### src/rtl/pending_encoder8x3.sv
// Pending-request encoder: latches 8 request lines into a pending register and
// grants one index at a time until acknowledged. Define ROUND_ROBIN_EN for rotating priority.
module pending_encoder8x3 (
    input  logic       clk,
    input  logic       rst_n,
    input  logic       Enable,
    input  logic [7:0] req,
    input  logic       ack,
    output logic [2:0] idx,
    output logic       valid,
    output logic [7:0] pending
);

    typedef enum logic {IDLE, GRANT} state_t;

    state_t     state, state_nxt;
    logic [2:0] idx_nxt;
    logic       valid_nxt;
    logic [7:0] pending_nxt;
    logic [7:0] clr;
    logic [2:0] sel;

`ifdef ROUND_ROBIN_EN
    logic [2:0] ptr, ptr_nxt;
    logic [2:0] cand;

    // Walk from the farthest candidate to the nearest so the closest set bit
    // after ptr is the last assignment; k=8 wraps back onto ptr itself.
    always_comb begin
        sel  = '0;
        cand = '0;
        for (int unsigned k = 8; k > 0; k--) begin
            cand = ptr + 3'(k);
            if (pending[cand]) sel = cand;
        end
    end
`else
    always_comb begin
        sel = '0;
        for (int unsigned k = 8; k > 0; k--) begin
            if (pending[k-1]) sel = 3'(k - 1);
        end
    end
`endif

    always_comb begin
        state_nxt = state;
        idx_nxt   = idx;
        valid_nxt = valid;
        clr       = '0;
`ifdef ROUND_ROBIN_EN
        ptr_nxt   = ptr;
`endif
        unique case (state)
            IDLE: begin
                if (Enable && (pending != '0)) begin
                    idx_nxt   = sel;
                    valid_nxt = 1'b1;
                    state_nxt = GRANT;
                end else begin
                    valid_nxt = 1'b0;
                end
            end
            GRANT: begin
                if (ack) begin
                    clr       = 8'b1 << idx;
                    valid_nxt = 1'b0;
                    state_nxt = IDLE;
`ifdef ROUND_ROBIN_EN
                    ptr_nxt   = idx;
`endif
                end
            end
        endcase
        // Capture is applied after the clear so a same-edge re-request survives.
        pending_nxt = (pending & ~clr) | (Enable ? req : '0);
    end

    always_ff @(posedge clk or negedge rst_n) begin
        if (!rst_n) begin
            state   <= IDLE;
            idx     <= '0;
            valid   <= 1'b0;
            pending <= '0;
`ifdef ROUND_ROBIN_EN
            ptr     <= 3'd7;
`endif
        end else begin
            state   <= state_nxt;
            idx     <= idx_nxt;
            valid   <= valid_nxt;
            pending <= pending_nxt;
`ifdef ROUND_ROBIN_EN
            ptr     <= ptr_nxt;
`endif
        end
    end

endmodule

### config.mk
export PLATFORM = sky130hd
export DESIGN_NAME = pending_encoder8x3
export DESIGN_NICKNAME = d
export VERILOG_FILES = /design/src/rtl/pending_encoder8x3.sv
export SDC_FILE = /design/constraint.sdc
export NUM_CORES = 1
export LEC_CHECK = 0
export ABC_AREA = 1
export CAP_MARGIN = 20
export CORE_MARGIN = 3
export CORE_UTILIZATION = 45
export DETAILED_ROUTE_END_ITERATION = 8
export PLACE_DENSITY = 0.83
export SYNTH_ARGS = -nofsm -noshare
export SYNTH_HDL_FRONTEND = slang
export SYNTH_SLANG_ARGS = --single-unit
### constraint.sdc
create_clock -name clk -period 2.3 [get_ports clk]
set_input_delay 0.345 -clock clk [delete_from_list [all_inputs] [get_ports clk]]
set_output_delay 0.345 -clock clk [all_outputs]
set_load 0.005 [all_outputs]
==> report_table.html <==
<table>
<tr><th>Metric</th><th>Value</th></tr>
<tr><th colspan="2">Clock network</th></tr>
<tr><td>Root buffer selected by CTS</td><td>sky130_fd_sc_hd__clkbuf_4</td></tr>
<tr><td>Clock tree from TritonCTS</td><td>built</td></tr>
<tr><td>CTS max path bufs</td><td>2</td></tr>
<tr><td>Number of buffers created by CTS</td><td>3</td></tr>
<tr><td>Number of buffers inserted to repair setup after CTS</td><td>0</td></tr>
<tr><td>CTS hold repair buffers</td><td>0</td></tr>
<tr><td>Post-CTS clock slew at the launch and capture registers of the worst setup and hold paths</td><td>80 ps</td></tr>
<tr><td>Worst-skew pair later-pin latency</td><td>270 ps</td></tr>
<tr><td>H-tree level count</td><td>1</td></tr>
<tr><td>Number of gates resized after cts</td><td>0</td></tr>
<tr><td>Number of clock sinks</td><td>13</td></tr>
<tr><th colspan="2">Worst setup path</th></tr>
<tr><td>Arrival time worst endpoint</td><td>1240 ps</td></tr>
<tr><td>Setup crit start kind</td><td>flop</td></tr>
<tr><td>Kind of end point of the critical path</td><td>primary output</td></tr>
<tr><td>Critical path class</td><td>flop to primary output</td></tr>
<tr><td>Master of the slowest instance on the critical path</td><td>sky130_fd_sc_hd__clkdlybuf4s50_1</td></tr>
<tr><td>Endpoint required time on the critical path</td><td>1960 ps</td></tr>
<tr><td>Series of cell instances along the critical path</td><td>clkdlybuf4s50_1</td></tr>
<tr><td>Max stage delay on crit path</td><td>530 ps</td></tr>
<tr><td>Buffers and inverters on the worst path</td><td>1</td></tr>
<tr><td>CP Max Fanout</td><td>4</td></tr>
<tr><td>CP top delay family</td><td>buffers and inverters</td></tr>
<tr><th colspan="2">Logic synthesis</th></tr>
<tr><td>Number of standard cells after synthesis</td><td>84</td></tr>
<tr><td>EDFF count, synth</td><td>0</td></tr>
<tr><td>Portion of the post-synthesis area used by sequential elements</td><td>0.5068</td></tr>
<tr><td>Count of cell types in the netlist</td><td>16</td></tr>
<tr><td>Synth cell count leaders</td><td>sky130_fd_sc_hd__nand2_1 (35), sky130_fd_sc_hd__dfrtp_1 (13), sky130_fd_sc_hd__inv_1 (10), sky130_fd_sc_hd__o21ai_1 (10), sky130_fd_sc_hd__nor2_1 (3)</td></tr>
<tr><td>Cell types occupying the most area after synthesis</td><td>sky130_fd_sc_hd__dfrtp_1 (51%), sky130_fd_sc_hd__nand2_1 (20%), sky130_fd_sc_hd__o21ai_1 (7.8%)</td></tr>
<tr><td>Yosys synthesis warning count</td><td>0</td></tr>
<tr><td>Portion of synthesized cell area occupied by the leading cell type</td><td>0.5068</td></tr>
<tr><td>Main flop type after synthesis</td><td>sky130_fd_sc_hd__dfrtp_1</td></tr>
<tr><td>Synthesized cell area</td><td>641.9 um2</td></tr>
<tr><td>Synthesized flop and latch total</td><td>13</td></tr>
<tr><td>Synthesized Nets</td><td>96</td></tr>
<tr><td>Mapped Avg Cell Area</td><td>7.641 um2</td></tr>
<tr><td>Cell type with the highest aggregate area in the netlist</td><td>sky130_fd_sc_hd__dfrtp_1</td></tr>
<tr><td>Fraction of synthesis flops using an asynchronous set or reset pin</td><td>1.000</td></tr>
<tr><td>Most frequent cell after synthesis</td><td>sky130_fd_sc_hd__nand2_1</td></tr>
<tr><th colspan="2">Final layout</th></tr>
<tr><td>Fraction of layout instances using a drive strength above 1</td><td>0.08182</td></tr>
<tr><td>Area Overhead vs Synth</td><td>41.91%</td></tr>
<tr><td>Number of diodes added for antenna fixing</td><td>0</td></tr>
<tr><td>Filler Cells Inserted</td><td>90</td></tr>
<tr><td>Final design area excluding fillers</td><td>910.9 um2</td></tr>
<tr><td>Number of nets at the end of the flow</td><td>123</td></tr>
<tr><th colspan="2">Global routing</th></tr>
<tr><td>Fraction of met1 tracks used by global routing</td><td>0.2316</td></tr>
<tr><td>Via count of the first global-routing pass</td><td>577</td></tr>
<tr><td>Pin count of the biggest net entering global routing</td><td>14</td></tr>
<tr><td>Total Routing Usage GR</td><td>0.1696</td></tr>
<tr><td>Global-route wire length before repair</td><td>2484 um</td></tr>
<tr><td>Initial antenna violation count</td><td>0</td></tr>
<tr><td>Met2 track utilization from global routing</td><td>0.2616</td></tr>
<tr><td>Aggregate global routing overflow</td><td>0</td></tr>
<tr><td>Layer with the highest usage after global routing</td><td>met2</td></tr>
<tr><td>Global-route track usage on met3</td><td>0.04149</td></tr>
<tr><th colspan="2">Place</th></tr>
<tr><td>Global placer's final weighted congestion</td><td>0.8495</td></tr>
<tr><td>Post-placement setup slack</td><td>778.7 ps</td></tr>
<tr><td>Detailed Place HPWL</td><td>1098 um</td></tr>
<tr><td>Dpl cell area</td><td>884.6 um2</td></tr>
<tr><td>Number of port buffers</td><td>23</td></tr>
<tr><th colspan="2">Routing</th></tr>
<tr><td>Number of design-rule violations left by the first detailed-router iteration</td><td>23</td></tr>
<tr><td>Detailed-route via count</td><td>588</td></tr>
<tr><td>Mean routed wirelength per cell</td><td>10.98 um</td></tr>
<tr><td>Final antenna-violating net count</td><td>0</td></tr>
<tr><td>Via density per instance</td><td>4.742</td></tr>
<tr><td>Post-detailed-route DRC marker count</td><td>0</td></tr>
<tr><td>Total wire length after detailed routing</td><td>1362 um</td></tr>
<tr><td>First-pass iteration count of the detailed router</td><td>4</td></tr>
<tr><th colspan="2">Timing</th></tr>
<tr><td>Slew at the pin closest to its max-slew limit</td><td>562.2 ps</td></tr>
<tr><td>Pins over their slew limit</td><td>0</td></tr>
<tr><td>Final worst path period need</td><td>1586 ps</td></tr>
<tr><td>Total Negative Setup Slacks</td><td>0 ps</td></tr>
<tr><td>Final hold violation count</td><td>0</td></tr>
<tr><td>Worst setup margin</td><td>714.1 ps</td></tr>
<tr><td>Slew headroom</td><td>0.6240</td></tr>
<tr><td>Layout Skew</td><td>2.444 ps</td></tr>
<tr><td>Total of endpoints with negative setup slack in the final report</td><td>0</td></tr>
<tr><td>Max Clock Freq</td><td>630.6 MHz</td></tr>
<tr><td>Tcrit/Tclk final</td><td>0.6895</td></tr>
<tr><td>Unrepaired setup endpoints after global routing</td><td>no</td></tr>
<tr><th colspan="2">Min path</th></tr>
<tr><td>Type of the worst min-delay path</td><td>input port to asynchronous set/reset pin</td></tr>
<tr><th colspan="2">Power and ir drop</th></tr>
<tr><td>Static leakage</td><td>0.4048 nW</td></tr>
<tr><td>Worst supply voltage drop on vdd</td><td>0.4455 mV</td></tr>
<tr><td>Pwr Density</td><td>656.8 nW/um2</td></tr>
<tr><th colspan="2">Floorplanning</th></tr>
<tr><td>Die area</td><td>1915 um2</td></tr>
<tr><td>Horizontal die dimension</td><td>43.77 um</td></tr>
<tr><td>Die Y</td><td>43.77 um</td></tr>
<tr><td>Core region area</td><td>1216 um2</td></tr>
<tr><td>Initial core utilization</td><td>0.5278</td></tr>
<tr><td>Number of rows in the core area</td><td>12</td></tr>
<tr><td>Ports</td><td>24</td></tr>
<tr><th colspan="2">Status</th></tr>
<tr><td>Status</td><td>finished clean</td></tr>
<tr><th colspan="2">Job</th></tr>
<tr><td>Max capacitance violation total</td><td>0</td></tr>
</table>
[metal layers]
metal | share of wire | wire length, um | vias to the layer above
met3 | 0.061 | 83 | 2
met4 | 0.0088 | 12 | 0
met5 | 0 | 0 | -
li1 | - | - | 312
met1 | 0.49 | 670 | 254
met2 | 0.44 | 595 | 20
[final cells by class]
type,instances,area [um2],area share
clock buffers,4,26.28,0.02885
inverters,12,45.04,0.04945
multi-input cells,58,266.5,0.2926
flip-flops and latches,13,325.3,0.3571
well taps,14,17.52,0.01923
repair buffers,23,230.2,0.2527
[registers in the layout (all words and copies together), names as in the netlist]
signal / cells
valid: 1
pending: 8
state: 1
idx: 3
[cells by family (layout without fill, tap and decap cells)]
family,Yosys count,after routing,share of synthesized area
buffers and inverters,13,39,0.07798
flip-flops,13,13,0.5068
AND/OR/NAND/NOR,45,45,0.2924
AO/OA/AOI/OAI,13,13,0.1228
[worst reg2reg max path: stages, from the launching register on]
cell	delay (ps)
sky130_fd_sc_hd__dfrtp_1	420
sky130_fd_sc_hd__nor2_2	160
sky130_fd_sc_hd__nand2_2	100
sky130_fd_sc_hd__o21ai_4	210
sky130_fd_sc_hd__a22oi_1	90
[report_power, final]
part / total [mW] / switching [mW] / internal (mW)
registers: 0.295 / 0.0364 / 0.259
logic: 0.160 / 0.0684 / 0.0918
clock network: 0.142 / 0.0753 / 0.0672
total: 0.598 / 0.180 / 0.418
[per-stage QoR]
stage | std cells | power, mW | utilization | hold WS (ps)
final | 124 | 0.5982 | 0.7490 | 429.0
after detailed placement | 120 | 0.4614 | 0.7274 | 516.7
after global placement | 120 | 0.4599 | 0.7274 | 518.5
after global routing | 124 | 0.6396 | 0.7490 | 475.9
after CTS | 124 | 0.6015 | 0.7490 | 454.4
after floorplan | 84 | 0.3638 | - | 49.41
[cells in the final DEF (no fill, tap or decap), drive strengths merged, types with 2 or more instances in the layout]
cell,n
nand2,36
clkdlybuf4s50,23
dfrtp,13
inv,12
o21ai,12
nor2,5
clkbuf,4
nand3,2
[path summary, 6_finish.rpt]
kind                            start          to  slack [ps]  cells past startpoint
setup / recovery           pending[0]  pending[0]         710                      1
hold / removal                  rst_n  pending[2]         430                      1
setup reg to reg           pending[3]      idx[2]        1200                      4
hold reg to reg                 valid       valid         520                      2
max in group asynchronous       rst_n      idx[1]        1500                      1
min in group clk                valid       valid         520                      2
Note: power is estimated with default switching activity, not from simulation.
